File: src/rtl/run_pkg.sv
// Shared types and default sizes for the run record builder and its output register.
package run_pkg;

    localparam int LEN_W_DEF   = 8;
    localparam int MIN_RUN_DEF = 3;
    localparam int DROP_W_DEF  = 8;

    typedef enum logic [1:0] {
        S_EMPTY = 2'd0,
        S_TRACK = 2'd1,
        S_QUAL  = 2'd2
    } state_t;

    typedef struct packed {
        logic                 run_bit;
        logic [LEN_W_DEF-1:0] len;
    } rec_t;

endpackage

File: src/rtl/rec_out_reg.sv
// One-deep valid/ready holding register for finished-run records; counts records
// that arrive while the register is occupied and not being drained.
module rec_out_reg #(
    parameter int LEN_W  = 8,
    parameter int DROP_W = 8
) (
    input  logic              clk,
    input  logic              reset,
    input  logic              load,
    input  logic              load_bit,
    input  logic [LEN_W-1:0]  load_len,
    input  logic              rec_ready,
    output logic              rec_valid,
    output logic              rec_bit,
    output logic [LEN_W-1:0]  rec_len,
    output logic [DROP_W-1:0] drop_cnt
);

    logic              valid_q, valid_d;
    logic              bit_q, bit_d;
    logic [LEN_W-1:0]  len_q, len_d;
    logic [DROP_W-1:0] drop_q, drop_d;
    logic              accept;

    // Next-state for the holding register and the drop counter.
    always_comb begin
        accept  = valid_q && rec_ready;
        valid_d = valid_q;
        bit_d   = bit_q;
        len_d   = len_q;
        drop_d  = drop_q;
        if (load) begin
            if (!valid_q || accept) begin
                valid_d = 1'b1;
                bit_d   = load_bit;
                len_d   = load_len;
            end else begin
                drop_d = (drop_q == {DROP_W{1'b1}}) ? drop_q : drop_q + DROP_W'(1);
            end
        end else if (accept) begin
            valid_d = 1'b0;
        end else begin
            valid_d = valid_q;
        end
    end

    // Register state with synchronous reset.
    always_ff @(posedge clk) begin
        if (reset) begin
            valid_q <= 1'b0;
            bit_q   <= 1'b0;
            len_q   <= '0;
            drop_q  <= '0;
        end else begin
            valid_q <= valid_d;
            bit_q   <= bit_d;
            len_q   <= len_d;
            drop_q  <= drop_d;
        end
    end

    assign rec_valid = valid_q;
    assign rec_bit   = bit_q;
    assign rec_len   = len_q;
    assign drop_cnt  = drop_q;

endmodule

File: src/rtl/run_record_builder.sv
// Tracks runs of identical bits, qualifies them with the detector flag and emits
// {bit, length} records. Optional RUN_RECORD_CHECK_EN adds the sticky chk_err port.
module run_record_builder
    import run_pkg::*;
#(
    parameter int LEN_W   = LEN_W_DEF,
    parameter int DROP_W  = DROP_W_DEF
`ifdef RUN_RECORD_CHECK_EN
    ,
    parameter int MIN_RUN = MIN_RUN_DEF
`endif
) (
    input  logic              clk,
    input  logic              reset,
    input  logic              in,
    input  logic              det,
    output logic              rec_valid,
    input  logic              rec_ready,
    output logic              rec_bit,
    output logic [LEN_W-1:0]  rec_len,
    output logic [DROP_W-1:0] drop_cnt
`ifdef RUN_RECORD_CHECK_EN
    ,
    output logic              chk_err
`endif
);

    state_t           state_q, state_d;
    logic             run_bit_q, run_bit_d;
    logic [LEN_W-1:0] run_len_q, run_len_d;
    logic             rec_load;

    // Run tracker and qualification FSM; a record leaves with the run being closed.
    always_comb begin
        state_d   = state_q;
        run_bit_d = run_bit_q;
        run_len_d = run_len_q;
        rec_load  = 1'b0;
        case (state_q)
            S_EMPTY: begin
                run_bit_d = in;
                run_len_d = LEN_W'(1);
                state_d   = S_TRACK;
            end
            S_TRACK, S_QUAL: begin
                if (in != run_bit_q) begin
                    rec_load  = (state_q == S_QUAL) || det;
                    run_bit_d = in;
                    run_len_d = LEN_W'(1);
                    state_d   = S_TRACK;
                end else begin
                    run_len_d = (run_len_q == {LEN_W{1'b1}}) ? run_len_q
                                                             : run_len_q + LEN_W'(1);
                    state_d   = det ? S_QUAL : state_q;
                end
            end
            default: begin
                run_bit_d = 1'b0;
                run_len_d = '0;
                state_d   = S_EMPTY;
            end
        endcase
    end

    // Tracker state registers.
    always_ff @(posedge clk) begin
        if (reset) begin
            state_q   <= S_EMPTY;
            run_bit_q <= 1'b0;
            run_len_q <= '0;
        end else begin
            state_q   <= state_d;
            run_bit_q <= run_bit_d;
            run_len_q <= run_len_d;
        end
    end

    rec_out_reg #(
        .LEN_W  (LEN_W),
        .DROP_W (DROP_W)
    ) u_out (
        .clk       (clk),
        .reset     (reset),
        .load      (rec_load),
        .load_bit  (run_bit_q),
        .load_len  (run_len_q),
        .rec_ready (rec_ready),
        .rec_valid (rec_valid),
        .rec_bit   (rec_bit),
        .rec_len   (rec_len),
        .drop_cnt  (drop_cnt)
    );

`ifdef RUN_RECORD_CHECK_EN
    logic chk_err_q, chk_err_d;

    // A detector hit on a run shorter than MIN_RUN means the two views disagree.
    always_comb begin
        if (det && (state_q != S_EMPTY) && (run_len_q < LEN_W'(MIN_RUN))) begin
            chk_err_d = 1'b1;
        end else begin
            chk_err_d = chk_err_q;
        end
    end

    // Sticky error flag.
    always_ff @(posedge clk) begin
        if (reset) begin
            chk_err_q <= 1'b0;
        end else begin
            chk_err_q <= chk_err_d;
        end
    end

    assign chk_err = chk_err_q;
`endif

endmodule

File: config.mk
export PLATFORM = sky130hd
export DESIGN_NAME = run_record_builder
export DESIGN_NICKNAME = d
export VERILOG_FILES = /design/src/rtl/run_pkg.sv /design/src/rtl/rec_out_reg.sv /design/src/rtl/run_record_builder.sv
export SDC_FILE = /design/constraint.sdc
export NUM_CORES = 1
export LEC_CHECK = 0
export CAP_MARGIN = 20
export CORE_UTILIZATION = 52
export DETAILED_ROUTE_END_ITERATION = 7
export PLACE_DENSITY = 0.88
export SKIP_CTS_REPAIR_TIMING = 1
export SLEW_MARGIN = 20
export SYNTH_ARGS = -nofsm -noshare
export SYNTH_HDL_FRONTEND = slang
export SYNTH_HIERARCHICAL = 1
export SYNTH_SLANG_ARGS = --single-unit
File: constraint.sdc
create_clock -name clk -period 3 [get_ports clk]
set_input_delay 0.6 -clock clk [delete_from_list [all_inputs] [get_ports clk]]
set_output_delay 0.6 -clock clk [all_outputs]
set_load 0.05 [all_outputs]
; Word level (Yosys, flattened, before mapping)
; Cells that the tools add are included.
[word_totals]
latchBits = 0
memories = 0
in_bits = 5
register_bits = 29
romBits = 0
mem_bits_rw = 0
[classes]
shifts = 0
n_reduce_logical = 10
bitwise = 2
mul = 0
n_addsub = 2
div_mod_pow = 0
eq_ne = 9
muxes = 13
magnitude_cmp = 0
[op_table]
columns = cell, count
row1 = $add A8 B1 Y8 const B, 2
row2 = $eq A8 B8 Y1 const B, 2
row3 = $mux W8, 2
row4 = $pmux W8 S2, 1
row5 = $mux W1, 6
row6 = $ne A3 B3 Y1 const B, 2
row7 = $mux W2, 2
row8 = $pmux W2 S2, 1
row9 = $reduce_and A2 Y1, 2
row10 = $reduce_and A3 Y1, 1
row11 = $eq A2 B1 Y1 const B, 1
row12 = $eq A2 B2 Y1 const B, 1
row13 = $logic_not A2 Y1, 1
row14 = $logic_or A1 B1 Y1, 2
row15 = $ne A2 B1 Y1 const B, 1
row16 = $ne A2 B2 Y1 const B, 1
row17 = $not A1 Y1, 2
row18 = $pmux W1 S2, 1
row19 = $reduce_bool A2 Y1, 1
row20 = $reduce_or A2 Y1, 1
row21 = $logic_and A1 B1 Y1, 1
row22 = $logic_not A1 Y1, 1
row23 = $ne A1 B1 Y1, 1

; Depth between registers and ports, before layout
; Gate-level depths: netlist of run 1.
[depth]
depth_word = 6
mapped_depth = 8

; By module
; The synthesis of run 1 kept the hierarchy.
[modules_own_cells]
columns = mod, area_each_um2, instances, seq_area_each_um2, cells_each
row1 = rec_out_reg, 750.7, 1, 360.3, 77
row2 = run_record_builder, 629.4, 1, 220.2, 74

; Worst setup path after synthesis of run 1
; Ideal clock, no wire load.
[synth_path]
path_kind = register -> register
from = reg state_q[0]
to = reg u_out.drop_q[5], in the netlist u_out/drop_cnt[5]
required_time_ns = 2.930
stages_incl_launch_ff = 9
setup_slack_ns = 0.762
t_arrival_ns = 2.168
path_cell_list = dfxtp_1 > inv_1 > ha_1 > inv_1 > nor3_1 > nand3b_4 > a21o_1 > or4_1 > a21oi_1
[synth_between]
elab_chain_cells = 5
word_cells_on_any_way = 7
cone_classes = eq/ne (2) / mux (2) / reduce/logical (3)
[synth_lines]
columns = item, line_no
row1 = start: declaration, run_record_builder.sv:28  ; state_t state_q, state_d;
row2 = start signal: assignment, run_record_builder.sv:72  ; state_q <= state_d;
row3 = $eq A2 B2 Y1, "run_record_builder.sv:39, run_record_builder.sv:47"
row4 = $logic_or A1 B1 Y1, run_record_builder.sv:47  ; rec_load = (state_q == S_QUAL) || det;
row5 = $mux W1, run_record_builder.sv:46  ; if (in != run_bit_q) begin
row6 = $mux W1 *, run_record_builder.sv:39  ; case (state_q)
row7 = net rec_load, run_record_builder.sv:31  ; logic rec_load;
row8 = $reduce_and A3 Y1 (no line) *, -
row9 = end signal: assignment, rec_out_reg.sv:58  ; drop_q <= drop_d;
row10 = end: declaration, rec_out_reg.sv:22  ; logic [DROP_W-1:0] drop_q, drop_d;
; Mark *: on every way through the listed nets, which the timed path passes. The rest lies on a longest branch.
; A chain may end at the register's enable or synchronous reset.

; Worst setup path after layout of run 1
[layout_path]
from = reg state_q[1]
to = reg u_out.drop_q[5], in the netlist u_out/drop_cnt[5]
; Same word-level chain as after synthesis.

==> results of run 1 <==
==> cell families after synthesis <==
| kind of cell | Yosys count | share of synthesized area |
|---|---|---|
| xor+xnor | 7 | 0.04987 |
| fa+ha+maj | 6 | 0.05440 |
| buf+inv | 13 | 0.03627 |
| simple gates | 56 | 0.2303 |
| flops | 29 | 0.4207 |
| mux | 11 | 0.07979 |
| compound gates | 29 | 0.1287 |
==> per-stage QoR <==
step	hold WS, ns	instance area, µm²	total power (µW)	cells
4_1_cts	0.5154	1695	740.5	209
2_1_floorplan	0.4852	1380	478.5	151
5_1_grt	0.5565	1695	769.6	209
3_5_place_dp	0.4940	1640	507.1	202
3_3_place_gp	0.4730	1640	501.8	202
6_report	0.5089	1695	733.0	209
==> layer usage <==
metal  track usage  up-vias  wire [µm]
li1              -      595          -
met1        0.2678      571       1278
met2        0.4146       27       1593
met3       0.06609        6         81
met4        0.1535        0         51
met5             0        -          0
==> report_power, final <==
group	internal, µW	total (µW)	switching (µW)	leakage (µW)
Combinational	38.0	92.1	54.0	0.000398
Sequential	394	408	13.3	0.000235
Clock	110	233	123	0.0000314
Total	543	733	190	0.000664
==> worst max path at each step <==
stage                                  startpoint                              to  slack (ns)  depth (start not counted)
after floorplan           state_q[0]$_SDFFE_PP0P_  u_out/drop_cnt[5]$_SDFFE_PP0P_        0.76                          8
after global placement                         in  u_out/drop_cnt[5]$_SDFFE_PP0P_        0.25                          7
after detailed placement                       in  u_out/drop_cnt[5]$_SDFFE_PP0P_        0.11                          7
after CTS                 state_q[0]$_SDFFE_PP0P_  u_out/drop_cnt[5]$_SDFFE_PP0P_        0.45                          8
after global routing      state_q[1]$_SDFFE_PP0P_  u_out/drop_cnt[5]$_SDFFE_PP0P_        0.29                          8
final                     state_q[1]$_SDFFE_PP0P_  u_out/drop_cnt[5]$_SDFFE_PP0P_        0.40                          8
==> placed cells by master, fill, tap and decap left out, drive strengths merged, types with 4 or more instances in the layout <==
cell type	instances
a21oi	11
clkbuf	7
clkdlybuf4s50	22
dfxtp	29
ha	6
inv	10
mux2i	11
nand2	7
nand3	8
nor2	17
nor3	4
o21ai	7
xnor2	5
==> sequential cells by signal, summed over array words and instances (netlist names) <==
register / flops
run_bit_q: 1
run_len_q: 8
state_q: 2
u_out/drop_cnt: 8
u_out/rec_bit: 1
u_out/rec_len: 8
u_out/rec_valid: 1
==> worst max-delay path: cells and delay by family, from the launching register on <==
family,cells,cell delay (ns)
DFF,1,0.42
and+or+nand+nor,3,1.11
AOI/OAI and AO/OA,2,0.42
buffers and inverters,2,0.21
adders and majority gates,1,0.36
==> layout make-up <==
class,count,share of cell area
sequential,29,0.3424
clock buffer,7,0.03247
inverter,10,0.02214
timing repair buffer,24,0.1387
multi-input combinational,109,0.4421
tap,30,0.02214
==> synthesized netlist by cell type, types with 2 or more instances <==
cell type | instances | area share
o31ai_1 | 3 | 0.016
nand2_1 | 7 | 0.019
or3_2 | 2 | 0.011
mux2i_1 | 11 | 0.080
nand3_1 | 8 | 0.029
xnor2_1 | 5 | 0.032
o21ai_0 | 7 | 0.025
a211oi_1 | 3 | 0.016
or4_1 | 3 | 0.016
ha_1 | 6 | 0.054
clkbuf_1 | 2 | 0.0054
nand4_1 | 2 | 0.0091
a21oi_1 | 11 | 0.040
inv_1 | 10 | 0.027
nor2_1 | 17 | 0.046
dfxtp_1 | 29 | 0.42
and3_1 | 2 | 0.0091
nor3_1 | 4 | 0.015
==> run metrics, run 1 <==
Initial Utilization 0.5521; CP arrival 2.84 ns; DRT antenna net count 0; critical path class reg2reg; clk buf depth 2; syn nets 162; Async SR Flop Fraction 0; R2R depth 8; post-synthesis to final-layout area growth 22.85%; CP Capture Type flip-flop; Wirelength per Cell 14.38 µm; Final Cycle Share 0.8652; gr usage total 0.2448; I/O pin count 23; setup TNS 0 ns; CP most frequent cell inv_1; global-route wire length before repair 4.988 mm; drc violations 0; Rel. slew slack 0.5961; Avg Cell Area, Syn 9.140 µm²; Req. time, crit path 3.25 ns; initial antenna violation count 0; Peak VDD IR 0.4198 mV; crit-path max FO 6; Primary FF master, synth dfxtp_1; Antenna diodes 0; NumNets Final 190; crit path time final 2.596 ns; clk_lat worst skew 0.31 ns; final hold vios 0; worst reg2reg startpoint state_q[1]$_SDFFE_PP0P_; Final WS setup 0.4044 ns; Worst-Margin Slew 0.5906 ns; Clock Skews 0.004856 ns; dpl hpwl 2.294 mm; Vias/cell 5.737; GPL Wtd Cong 0.8270; hold path start u_out/rec_len[4]$_SDFFE_PP0P_; Rows 18; Die Ht 53.52 µm; vias in the first global route 1166; Yosys reg bits 29; power per cell area 432.3 mW/mm²; max-cap violations 0; R2R setup slack 0.40 ns; drt first-iter violations 20; Util after Layout 0.6782; area of the multi-input gates 749.5 µm²; final WL 3.005 mm; Layout fillers 213; Detailed Routing Iterations Pass 1 4; Yosys cell types 37; layout cells sized above 1 0.09497; H-tree depth 2; Hold Crit Class reg2reg; total CTS buffers 5; Place WS 0.1139 ns; Root Buffer Master clkbuf_4; total gr overflow 0; reg-to-reg critical path endpoint u_out/drop_cnt[5]$_SDFFE_PP0P_; Ys Warns 6; Crit path largest cell delay 0.51 ns; clock sinks 29; setup violators final 0; Highest Clock Rate 385.3 MHz; Post-synth EDFFs 0; Syn Inst Count 151; CTS clk-pin slew, worst paths 0.09 ns; crit start category flip-flop; CORE AREA 0.002500 mm²; Slew Viols, Final 0; outcome complete, no violations; Mapped Area 0.001380 mm²; part of the Yosys area used for sequential elements 0.4207; Die X 53.52 µm; WHS Path Cells 2; Port Buffers 22; pin count of the biggest net entering global routing 21; leakage 0.0006638 µW; worst hold path endpoint u_out/rec_len[4]$_SDFFE_PP0P_; die area 0.002864 mm²; critical-path cell list inv_1 > ha_1 > inv_1 > nor3_1 > nand3b_4 > a21o_1 > or4_1 > a21oi_1; CTS tree yes; Slowest cell on crit path or4_1; Register Area 580.6 µm²; DR vias 1199; RSZ-0062 raised after global routing no
(Power assumes the default switching activity.)
==> run 2: changes to the inputs <==
--- a/config.mk
+++ b/config.mk
@@ -8,6 +8,7 @@
 export CAP_MARGIN = 20
 export CORE_UTILIZATION = 52
 export DETAILED_ROUTE_END_ITERATION = 7
+export HOLD_SLACK_MARGIN = 0.02
 export PLACE_DENSITY = 0.88
 export SKIP_CTS_REPAIR_TIMING = 1
 export SLEW_MARGIN = 20
==> results of run 2 <==
Final layout, timing and power as in run 1 (identical DEF).
==> run 3: changes to the inputs <==
--- a/config.mk
+++ b/config.mk
@@ -6,10 +6,11 @@
 export NUM_CORES = 1
 export LEC_CHECK = 0
 export CAP_MARGIN = 20
-export CORE_UTILIZATION = 52
+export CORE_UTILIZATION = 61
 export DETAILED_ROUTE_END_ITERATION = 7
+export DONT_BUFFER_PORTS = 1
 export HOLD_SLACK_MARGIN = 0.02
-export PLACE_DENSITY = 0.88
+export PLACE_DENSITY = 0.87
 export SKIP_CTS_REPAIR_TIMING = 1
 export SLEW_MARGIN = 20
 export SYNTH_ARGS = -nofsm -noshare
==> run metrics, run 3 (synthesis gave the netlist of run 1 again) <==
DRT antenna net count 0 (unchanged); net load switching power 190.4 µW (was 190.2 µW); Final Cycle Share 0.8480 (was 0.8652); Slew Viols, Final 0 (unchanged); clk buf depth 2 (unchanged); initial antenna violation count 0 (unchanged); Critical path origin state_q[1]$_SDFFE_PP0P_ (unchanged); post-place instance area 0.001416 mm² (was 0.001640 mm²); post-route cell area 0.001501 mm² (was 0.001695 mm²); crit path time final 2.544 ns (was 2.596 ns); CTS tree yes (unchanged); critical path class reg2reg (unchanged); die area 0.002457 mm² (was 0.002864 mm²); Crit path largest cell delay 0.49 ns (was 0.51 ns); total CTS buffers 5 (unchanged); Worst-Margin Slew 0.6647 ns (was 0.5906 ns); Flop pwr share 0.510 (was 0.556); leakage 0.0006018 µW (was 0.0006638 µW); Die Ht 49.57 µm (was 53.52 µm); CP most frequent cell inv_1 (unchanged); clk_lat worst skew 0.34 ns (was 0.31 ns); post-synthesis to final-layout area growth 8.794% (was 22.85%); crit path to u_out/drop_cnt[5]$_SDFFE_PP0P_ (unchanged); Clock Skews 0.01312 ns (was 0.004856 ns); Port Buffers 0 (was 22); Die X 49.57 µm (was 53.52 µm); Net Sw Frac 0.2342 (was 0.2595); I/O pin count 23 (unchanged); critical-path cell list inv_1 > ha_1 > inv_1 > nor3_1 > nand3b_4 > a21o_1 > or4_1 > a21oi_1 (unchanged); crit start category flip-flop (unchanged); most frequent cells in the layout dfxtp_1 (29), nor2_1 (17), a21oi_1 (11), mux2i_1 (11), inv_1 (10) (was dfxtp_1 (29), clkdlybuf4s50_1 (22), nor2_1 (17), a21oi_1 (11), mux2i_1 (11)); power per cell area 541.6 mW/mm² (was 432.3 mW/mm²); setup violators final 0 (unchanged); drc violations 0 (unchanged); gr usage total 0.2704 (was 0.2448); Detailed Routing Iterations Pass 1 4 (unchanged); Req. time, crit path 3.27 ns (was 3.25 ns); pin count of the biggest net entering global routing 21 (unchanged); outcome complete, no violations (unchanged); crit-path max FO 6 (unchanged); dpl hpwl 2.088 mm (was 2.294 mm); Util after Layout 0.7353 (was 0.6782); H-tree depth 2 (unchanged); RSZ-0062 raised after global routing no (unchanged); CORE AREA 0.002042 mm² (was 0.002500 mm²); NumNets Final 168 (was 190); CTS clk-pin slew, worst paths 0.09 ns (about the same); Root Buffer Master clkbuf_4 (unchanged); hold path start reset (was u_out/rec_len[4]$_SDFFE_PP0P_); Slowest cell on crit path or4_1 (unchanged); clock power share 0.404 (was 0.318); clock sinks 29 (unchanged); worst reg2reg startpoint state_q[1]$_SDFFE_PP0P_ (unchanged); Hold Crit Class in2reg (was reg2reg); Rel. slew slack 0.5563 (was 0.5961); Rows 16 (was 18); global-route wire length before repair 4.788 mm (was 4.988 mm); R2R setup slack 0.46 ns (was 0.40 ns); layout cells sized above 1 0.1139 (was 0.09497); R2R depth 8 (unchanged); Hold WS 0.3229 ns (was 0.5089 ns); Antenna diodes 0 (unchanged); reg-to-reg critical path endpoint u_out/drop_cnt[5]$_SDFFE_PP0P_ (unchanged); total gr overflow 0 (unchanged); max-cap violations 0 (unchanged); CP arrival 2.82 ns (was 2.84 ns); Peak VDD IR 0.6199 mV (was 0.4198 mV); Highest Clock Rate 393.1 MHz (was 385.3 MHz); Initial Utilization 0.6759 (was 0.5521); setup TNS 0 ns (unchanged); Vias/cell 6.173 (was 5.737); vias in the first global route 1077 (was 1166); DR vias 1142 (was 1199); GPL Wtd Cong 0.8403 (was 0.8270); final hold vios 0 (unchanged); leading cell type in the layout, fill and taps excluded dfxtp_1 (unchanged); CP Capture Type flip-flop (unchanged); final WL 2.939 mm (was 3.005 mm); Internal 622.8 µW (was 542.8 µW); Wirelength per Cell 15.89 µm (was 14.38 µm); drt first-iter violations 45 (was 20); Comb pwr share 0.085 (was 0.126)
-- run 3: layout make-up --
| cell class | count | area, µm² |
|---|---|---|
| clock buffers | 7 | 55.05 |
| clock inverters | 1 | 30.03 |
| fillers | 162 | 540.5 |
| inverters | 10 | 37.54 |
| multi-input cells | 109 | 749.5 |
| flip-flops and latches | 29 | 580.6 |
| well taps | 27 | 33.78 |
| repair buffers | 2 | 15.01 |
-- run 3: per-layer routing --
metal	vias up	GRT usage	wire length, µm
li1	554	-	-
met1	520	0.2951	1190
met2	61	0.4212	1378
met3	7	0.1296	296
met4	0	0.1619	74
met5	-	0	0
-- run 3: worst max-delay path, delay by kind of cell (launching register included) --
kind	cells	cell delay (ns)
buf+inv	2	0.19
compound gates	2	0.42
flops	1	0.42
simple gates	3	1.10
fa+ha+maj	1	0.37
-- run 3: worst min-delay path by stage --
stage,end,cells past startpoint
2_1_floorplan,run_len_q[1]$_SDFFE_PP0P_,2
3_3_place_gp,run_len_q[1]$_SDFFE_PP0P_,2
3_5_place_dp,run_len_q[1]$_SDFFE_PP0P_,2
4_1_cts,u_out/drop_cnt[5]$_SDFFE_PP0P_,1
5_1_grt,u_out/rec_len[7]$_SDFFE_PP0P_,1
6_report,u_out/drop_cnt[0]$_SDFFE_PP0P_,1
-- run 3: stage by stage --
| step | power, µW | cells | worst slack [ns] |
|---|---|---|---|
| 2_1_floorplan | 478.5 | 151 | 0.7617 |
| 3_3_place_gp | 485.4 | 177 | 0.6539 |
| 3_5_place_dp | 491.6 | 177 | 0.4937 |
| 4_1_cts | 818.7 | 185 | 0.4779 |
| 5_1_grt | 843.7 | 185 | 0.3569 |
| 6_report | 813.2 | 185 | 0.4561 |
-- run 3: power groups by stage --
| stage | combinational, µW | sequential [µW] | clock [µW] |
|---|---|---|---|
| after global placement | 62.7 | 423 | 0 |
| final | 69.4 | 415 | 329 |
| after CTS | 68.7 | 414 | 336 |
| after floorplan | 57.9 | 421 | 0 |
| after global routing | 75.6 | 416 | 352 |
| after detailed placement | 67.9 | 424 | 0 |
